<file path="src/rtl/warp_dispatcher.sv">
// warp_dispatcher
//   Front end of the SIMD cores. Host launches are tagged with a warp ID and
//   queued in a registered FIFO. The lowest-index idle core is loaded from the
//   FIFO head and released from reset. Matching completions are retired one per
//   cycle upstream, and the retired core is put back into reset.
//
//   Ports
//     clk, rst                 clock, async active-high reset
//     launch_valid/ready       launch handshake (ready = FIFO not full)
//     launch_start_pc          kernel start PC
//     launch_thread_count      requested threads (clamped to THREAD_COUNT)
//     launch_warp_id           ID the launch accepted on this edge receives
//     core_kernel[c]           {warp_id[3:0], start_pc[31:0], thread_count[TC_W-1:0]}
//     core_rst[c]              per-core active-high reset
//     core_is_finished[c]      completion from core c
//     core_finished_warp_id[c] ID reported by core c
//     warp_done_valid/id       one-cycle retire pulse and retired ID
//     busy                     FIFO non-empty or any core running
//     id_err                   sticky: a core finished with the wrong ID
//
//   Per-core FSM
//     state  | meaning
//     S_IDLE | core held in reset, kernel at reset value, dispatchable
//     S_RUN  | kernel loaded, core out of reset, waiting for completion
module warp_dispatcher #(
   parameter int NUM_CORES    = 4,
   parameter int QUEUE_DEPTH  = 8,
   parameter int TC_W         = 4,
   parameter int THREAD_COUNT = 8
) (
   input  logic                             clk,
   input  logic                             rst,
   input  logic                             launch_valid,
   output logic                             launch_ready,
   input  logic [31:0]                      launch_start_pc,
   input  logic [TC_W-1:0]                  launch_thread_count,
   output logic [3:0]                       launch_warp_id,
   output logic [NUM_CORES-1:0][35+TC_W:0]  core_kernel,
   output logic [NUM_CORES-1:0]             core_rst,
   input  logic [NUM_CORES-1:0]             core_is_finished,
   input  logic [NUM_CORES-1:0][3:0]        core_finished_warp_id,
   output logic                             warp_done_valid,
   output logic [3:0]                       warp_done_id,
   output logic                             busy,
   output logic                             id_err
);

   localparam int AW = $clog2(QUEUE_DEPTH);
   localparam int KW = 36 + TC_W;
   localparam int CW = (NUM_CORES > 1) ? $clog2(NUM_CORES) : 1;
   localparam logic [KW-1:0] KERNEL_RST = {4'hF, {(KW-4){1'b0}}};

   typedef enum logic {S_IDLE = 1'b0, S_RUN = 1'b1} core_state_t;

   core_state_t state_q [NUM_CORES];
   core_state_t state_d [NUM_CORES];

   logic [KW-1:0]   fifo_mem [QUEUE_DEPTH];
   logic [AW:0]     wr_ptr;
   logic [AW:0]     rd_ptr;
   logic            fifo_empty;
   logic            fifo_full;
   logic [KW-1:0]   head;
   logic            head_zero;
   logic            push;
   logic            pop;
   logic [3:0]      id_ctr;
   logic [TC_W-1:0] tc_clamped;

   logic [NUM_CORES-1:0] eligible;
   logic [NUM_CORES-1:0] mismatch;
   logic                 grant_any;
   logic [CW-1:0]        grant_idx;
   logic                 idle_any;
   logic [CW-1:0]        idle_idx;
   logic                 dispatch;
   logic                 zero_retire;

   // Launch side / FIFO
   assign fifo_empty     = (wr_ptr == rd_ptr);
   assign fifo_full      = (wr_ptr[AW] != rd_ptr[AW]) && (wr_ptr[AW-1:0] == rd_ptr[AW-1:0]);
   assign launch_ready   = !fifo_full;
   assign launch_warp_id = id_ctr;
   assign push           = launch_valid && launch_ready;
   assign head           = fifo_mem[rd_ptr[AW-1:0]];
   assign head_zero      = (head[TC_W-1:0] == '0);
   assign tc_clamped     = (launch_thread_count > TC_W'(THREAD_COUNT)) ?
                           TC_W'(THREAD_COUNT) : launch_thread_count;

   always_ff @(posedge clk) begin
      if (push)
         fifo_mem[wr_ptr[AW-1:0]] <= {id_ctr, launch_start_pc, tc_clamped};
   end

   always_ff @(posedge clk or posedge rst) begin
      if (rst) begin
         wr_ptr <= '0;
         rd_ptr <= '0;
         id_ctr <= 4'd0;
      end else begin
         if (push) begin
            wr_ptr <= wr_ptr + 1'b1;
            // 4'hF means "no warp", so the counter wraps after 14
            id_ctr <= (id_ctr == 4'd14) ? 4'd0 : id_ctr + 4'd1;
         end
         if (pop)
            rd_ptr <= rd_ptr + 1'b1;
      end
   end

   // Completion qualification, retire arbitration, dispatch selection
   always_comb begin
      eligible    = '0;
      mismatch    = '0;
      grant_any   = 1'b0;
      grant_idx   = '0;
      idle_any    = 1'b0;
      idle_idx    = '0;
      for (int c = 0; c < NUM_CORES; c++) begin
         if (state_q[c] == S_RUN && core_is_finished[c]) begin
            if (core_finished_warp_id[c] == core_kernel[c][KW-1 -: 4])
               eligible[c] = 1'b1;
            else
               mismatch[c] = 1'b1;
         end
      end
      // Descending scan so the lowest index wins
      for (int c = NUM_CORES - 1; c >= 0; c--) begin
         if (eligible[c]) begin
            grant_any = 1'b1;
            grant_idx = CW'(c);
         end
         if (state_q[c] == S_IDLE) begin
            idle_any = 1'b1;
            idle_idx = CW'(c);
         end
      end
      // A zero-thread head never takes a core; it competes for the retire slot
      dispatch    = !fifo_empty && !head_zero && idle_any;
      zero_retire = !fifo_empty && head_zero && !grant_any;
      pop         = dispatch || zero_retire;
   end

   // FSM: state register
   always_ff @(posedge clk or posedge rst) begin
      if (rst) begin
         for (int c = 0; c < NUM_CORES; c++)
            state_q[c] <= S_IDLE;
      end else begin
         for (int c = 0; c < NUM_CORES; c++)
            state_q[c] <= state_d[c];
      end
   end

   // FSM: next state. Only IDLE cores are dispatch candidates, so a core
   // retired on this edge spends at least one full cycle in reset.
   always_comb begin
      for (int c = 0; c < NUM_CORES; c++) begin
         state_d[c] = state_q[c];
         case (state_q[c])
            S_IDLE: if (dispatch && idle_idx == CW'(c))   state_d[c] = S_RUN;
            S_RUN:  if (grant_any && grant_idx == CW'(c)) state_d[c] = S_IDLE;
            default: state_d[c] = S_IDLE;
         endcase
      end
   end

   // FSM: outputs
   always_comb begin
      busy = !fifo_empty;
      for (int c = 0; c < NUM_CORES; c++) begin
         core_rst[c] = (state_q[c] == S_IDLE);
         if (state_q[c] == S_RUN)
            busy = 1'b1;
      end
   end

   // Per-core kernel registers
   always_ff @(posedge clk or posedge rst) begin
      if (rst) begin
         for (int c = 0; c < NUM_CORES; c++)
            core_kernel[c] <= KERNEL_RST;
      end else begin
         for (int c = 0; c < NUM_CORES; c++) begin
            if (grant_any && grant_idx == CW'(c))
               core_kernel[c] <= KERNEL_RST;
            else if (dispatch && idle_idx == CW'(c))
               core_kernel[c] <= head;
         end
      end
   end

   // Retire report and error flag
   always_ff @(posedge clk or posedge rst) begin
      if (rst) begin
         warp_done_valid <= 1'b0;
         warp_done_id    <= 4'hF;
         id_err          <= 1'b0;
      end else begin
         warp_done_valid <= grant_any || zero_retire;
         if (grant_any)
            warp_done_id <= core_kernel[grant_idx][KW-1 -: 4];
         else if (zero_retire)
            warp_done_id <= head[KW-1 -: 4];
         if (|mismatch)
            id_err <= 1'b1;
      end
   end

endmodule

</file>
<file path="config.mk">
export PLATFORM = sky130hd
export DESIGN_NAME = warp_dispatcher
export DESIGN_NICKNAME = d
export VERILOG_FILES = /design/src/rtl/warp_dispatcher.sv
export SDC_FILE = /design/constraint.sdc
export NUM_CORES = 1
export LEC_CHECK = 0
export BUFFER_PORTS_ARGS = -buffer_cell sky130_fd_sc_hd__buf_2
export CORE_UTILIZATION = 52
export DETAILED_ROUTE_END_ITERATION = 16
export PLACE_DENSITY = 0.75
export SLEW_MARGIN = 20
export SYNTH_ARGS = -nofsm -noshare
export SYNTH_HDL_FRONTEND = slang
export SYNTH_SLANG_ARGS = --single-unit
export TNS_END_PERCENT = 30
</file>
<file path="constraint.sdc">
create_clock -name clk -period 6.2 [get_ports clk]
set_input_delay 1.24 -clock clk [delete_from_list [all_inputs] [get_ports clk]]
set_output_delay 1.24 -clock clk [all_outputs]
set_load 0.02 [all_outputs]
</file>
Word-level counts from Yosys, hierarchy flattened
Memories as Yosys holds them, arrays and structs flattened.
Cells that the tools add are included.
Storage, ports and cells
  register bits after elaboration: 182
  bits in writable memories: 320
  bits of input ports: 59
  word-level logic and storage cells: 135
  memories: 1
Memories
  fifo_mem: words 8, bits a word 40, rd ports 1, clocked after memory_dff 0, wr ports 1, line 58  | logic [KW-1:0] fifo_mem [QUEUE_DEPTH];
Operators by class
  $add $sub $neg: 3
  order comparisons: 2
  equality and inequality tests: 14
  mux-type cells: 64
  bitwise gates (word level): 4
  reduce and logical (&&, ||, !) cells: 33
Operator list (count)
  $mux 40: 9
  $bmux 40 s2: 1
  $mux 1: 38
  $eq 4x4->1: 5
  $logic_and 1x1->1: 18
  $mux 2: 8
  $mux 4: 4
  $add 4x1->4 const B: 3
  $reduce_bool 2->1: 5
  $eq 2x2->1 const B: 4
  $pmux 1 s2: 4
  $eq 2x1->1 const B: 2
  $eq 4x4->1 const B: 1
  $gt 4x4->1 const B: 1
  $logic_not 1->1: 4
  $logic_not 2->1: 2
  $logic_not 4->1: 1
  $not 1->1: 4
  $reduce_or 4->1: 1
  $eq 3x3->1: 1
  $lt 2x3->1 const B: 1
  $logic_or 1x1->1: 2
  $ne 1x1->1: 1

Depth between registers and ports, before layout
  depth after elaboration: 11
  mapped depth: 10

Least setup slack after synthesis
No wires, ideal clock.
  path type: input port to flip-flop
  start: input launch_valid
  end: memory fifo_mem[0][0] (netlist name), enable pin
  setup time: 0.487 ns
  data arrival time: 4.449 ns
  data required time: 5.713 ns
  path slack: 1.264 ns
  stages: 4
  cells stage by stage: and2_1 -> clkbuf_1 -> nand2b_1 -> nor3_1
Between the ends
  cells in the longest elaborated chain, start to end: 3
Ends and longest elaborated chain
  start, declared: line 33  | input logic launch_valid,
  $logic_and 1x1->1: line 84  | assign push = launch_valid && launch_ready;
  $mux 1: line 91  | if (push)
  $mux 1 (not written as such): line 92  | fifo_mem[wr_ptr[AW-1:0]] <= {id_ctr, launch_start_pc, tc_clamped};
  end, declared: line 58
Every way passes these cells.

Worst setup path after layout
  start: register rd_ptr[2]
  end: output busy
Between the ends
  cells in the longest elaborated chain, start to end: 6
Ends and longest elaborated chain
  start, declared: line 60  | logic [AW:0] rd_ptr;
  start signal, assigned: line 107  | rd_ptr <= rd_ptr + 1'b1;
  $eq 4x4->1: line 80  | assign fifo_empty = (wr_ptr == rd_ptr);
  $logic_not 1->1: line 170  | busy = !fifo_empty;
  $mux 1 (4 in series): line 173  | if (state_q[c] == S_RUN)
  end, declared: line 44  | output logic busy,
Every way passes these cells.

==> results.md <==
* Vias in the first global route at 11200
* Yosys warns at 0
* Design Area, Final at 22400 µm²
* CP startpoint kind: flop
* Sum Neg Setup Slack at 0 ns
* Area Overhead vs Synth at 14.7%
* Post-synthesis cell count at 1170
* Ports at 235
* Count leader, synth: edfxtp_1
* Hold Path End: rd_ptr[3]
* Buffers on Ports at 234
* DRT antenna net count at 0
* GRT Residual Overflow at 0
* RR Endpoint: core_kernel[24]
* Reg2reg start: rd_ptr[1]
* Dpl ws at 2.41 ns
* Yosys reg bits at 502
* H-Tree Level Count at 2
* Period minus WS final at 4.02 ns
* Distinct cells, synth at 51
* Layout Nets at 1452
* RSZ-0062 raised after global routing: false
* Power Density at 542 nW/µm²
* Cts repair resizes at 0
* Post-DP HPWL at 26.9 mm
* Max VDD drop at 0.000234 V
* CP arrival at 2.78 ns
* Worst skew pair latency at 0.56 ns
* Final period util at 64.8%
* Via Count at 11300
* F_max at 0.249 GHz
* Largest cells by area after synthesis: edfxtp_1 49%, dfrtp_1 21%, mux4_2 9.0%
* Total CTS buffers at 46
* Pin count of the biggest net entering global routing at 82
* Required time of the critical path at 4.96 ns
* Worst Slack Setup Final at 2.18 ns
* Post-Synthesis Cell Area at 19600 µm²
* Clock sink count at 502
* Syn Nets at 1231
* Synth top area share at 49.1%
* Chip width at 196 µm
* Clock root cell: clkbuf_16
* Status: finished clean
* Crit Path Category: flop to output port
* Worst relative slew slack at 32.4%
* Initial DRT Pass Iterations at 5
* Hold Slack at 0.486 ns
* Layout cell share with drive strength beyond 1 at 31.9%
* Clock-pin slew on the worst setup and hold paths at 0.06 ns
* Post-place instance area at 21000 µm²
* Hold Crit Depth at 1
* Initial Util at 53.2%
* Clock Tree Buf Depth at 3
* Crit Path Max Fanout at 29
* Fin. max-slew vios at 0
* Wirelength per Cell at 23.2 µm
* Post-synth EDFFs at 320
* Post-synth top flop: edfxtp_1
* Crit end category: output port
* Total track usage at 23.4%
* TritonCTS clock tree: yes
* Core Footprint at 36800 µm²
* First-pass GRT wire length at 67.6 mm
* # Post-CTS Setup Buffers at 0
* Drt total wl at 44.1 mm
* Top cells by count, synth: 320 x edfxtp_1, 162 x dfrtp_1, 152 x nand3_1
* Syn Area/Cell at 16.7 µm²
* R2R cell count at 7
* Fraction of registers with async set/reset at 36.3%
* Residual DRC at 0
* Leakage power at 8.70 nW
* R2R Setup Slk at 2.37 ns
* Post-layout power at 0.0122 W
* Die ar. at 38400 µm²
* Sequential cell area fraction in the yosys report at 72.5%
* Hold Crit Class: flop to flop
* Final setup viols at 0
* # Max-Cap Violations at 0
* Endpoints failing hold at 0
* Hold_sp: rd_ptr[3]
* Routability cong. at 0.861
* Vias/cell at 5.97
* Post-CTS Hold Fix Bufs at 0
* Initial antenna violation count at 9
* Die height at 196 µm
* Fin Clk Skew at 0.0189 ns
* Least-Margin Pin Slew at 1.01 ns
* Row count at 70
* Synth area leader: edfxtp_1
* 1st-iter DRT viols at 829
## registers in the layout (all words and copies together) (netlist names)
| signal | count |
|---|---|
| warp_done_id | 4 |
| core_kernel | 160 |
| id_err | 1 |
| warp_done_valid | 1 |
| state_q | 4 |
| rd_ptr | 4 |
| wr_ptr | 4 |
| launch_warp_id | 4 |
| fifo_mem | 320 |
## through the flow
| step | std cells | utilization [%] |
|---|---|---|
| 5_1_grt | 1894 | 61.0 |
| 4_1_cts | 1894 | 61.0 |
| 3_5_place_dp | 1811 | 57.1 |
| 2_1_floorplan | 1170 | - |
| 3_3_place_gp | 1811 | 57.1 |
| 6_report | 1897 | 61.0 |
## cells by family (layout without fill, tap and decap cells)
family | count (synthesis) | in the layout | synth area share, %
flops | 502 | 502 | 72.5
simple gates | 220 | 220 | 5.69
compound gates | 211 | 211 | 6.25
mux | 121 | 121 | 11.3
buf+inv | 88 | 344 | 2.94
xor+xnor | 26 | 26 | 1.16
fa+ha+maj | 2 | 2 | 0.128
other cells | 0 | 3 | 0
## critical path, stage by stage (launching register included)
cell	delay [ns]
dfrtp_2	0.97
xnor2_1	0.22
nand3_1	0.13
nor2_1	0.54
nand2_1	0.15
buf_2	0.20
## how the worst max path moves through the flow
stage / startpoint / endpoint / cells after the start
finish: rd_ptr[2] / busy / 5
global route: rd_ptr[2] / busy / 5
global placement: rd_ptr[1] / core_kernel[21] / 7
detailed placement: rd_ptr[1] / core_kernel[19] / 7
CTS: rd_ptr[2] / busy / 5
floorplan: rst / core_kernel[0] / 1
## power breakdown
part           leakage [nW]  total (W)  switching [W]  internal, W
Clock                 0.708    0.00271        0.00117      0.00154
Sequential             5.14    0.00522       0.000666      0.00456
Combinational          2.85    0.00424        0.00270      0.00154
Total                  8.70     0.0122        0.00454      0.00764
## area by class of cell
class	count	area [µm²]
clock inverter	23	151
antenna	3	7.51
inverter	9	38.8
clock buffer	60	1290
multi-input combinational	580	4870
fill	2654	14300
sequential	502	14200
timing repair buffer	252	1310
tap	468	586
## cells in the final DEF (no fill, tap or decap), types with 19 or more instances in the layout
| cell type | n |
|---|---|
| clkbuf_16 | 49 |
| o21ai_1 | 101 |
| mux2i_1 | 40 |
| o21ai_0 | 62 |
| dfrtp_1 | 159 |
| dfstp_2 | 20 |
| nand3_1 | 152 |
| nand2_1 | 19 |
| edfxtp_1 | 320 |
| o21ai_2 | 21 |
| mux4_2 | 78 |
| buf_2 | 234 |
## metal layers
metal  vias up  track usage, %  wire length, µm
li1       5018               -                -
met1      5748            33.2            19000
met2       466            36.9            20800
met3        83            5.04             3210
met4        12            6.77              966
met5         -               0               85
Power figures use the tool's default switching activity.
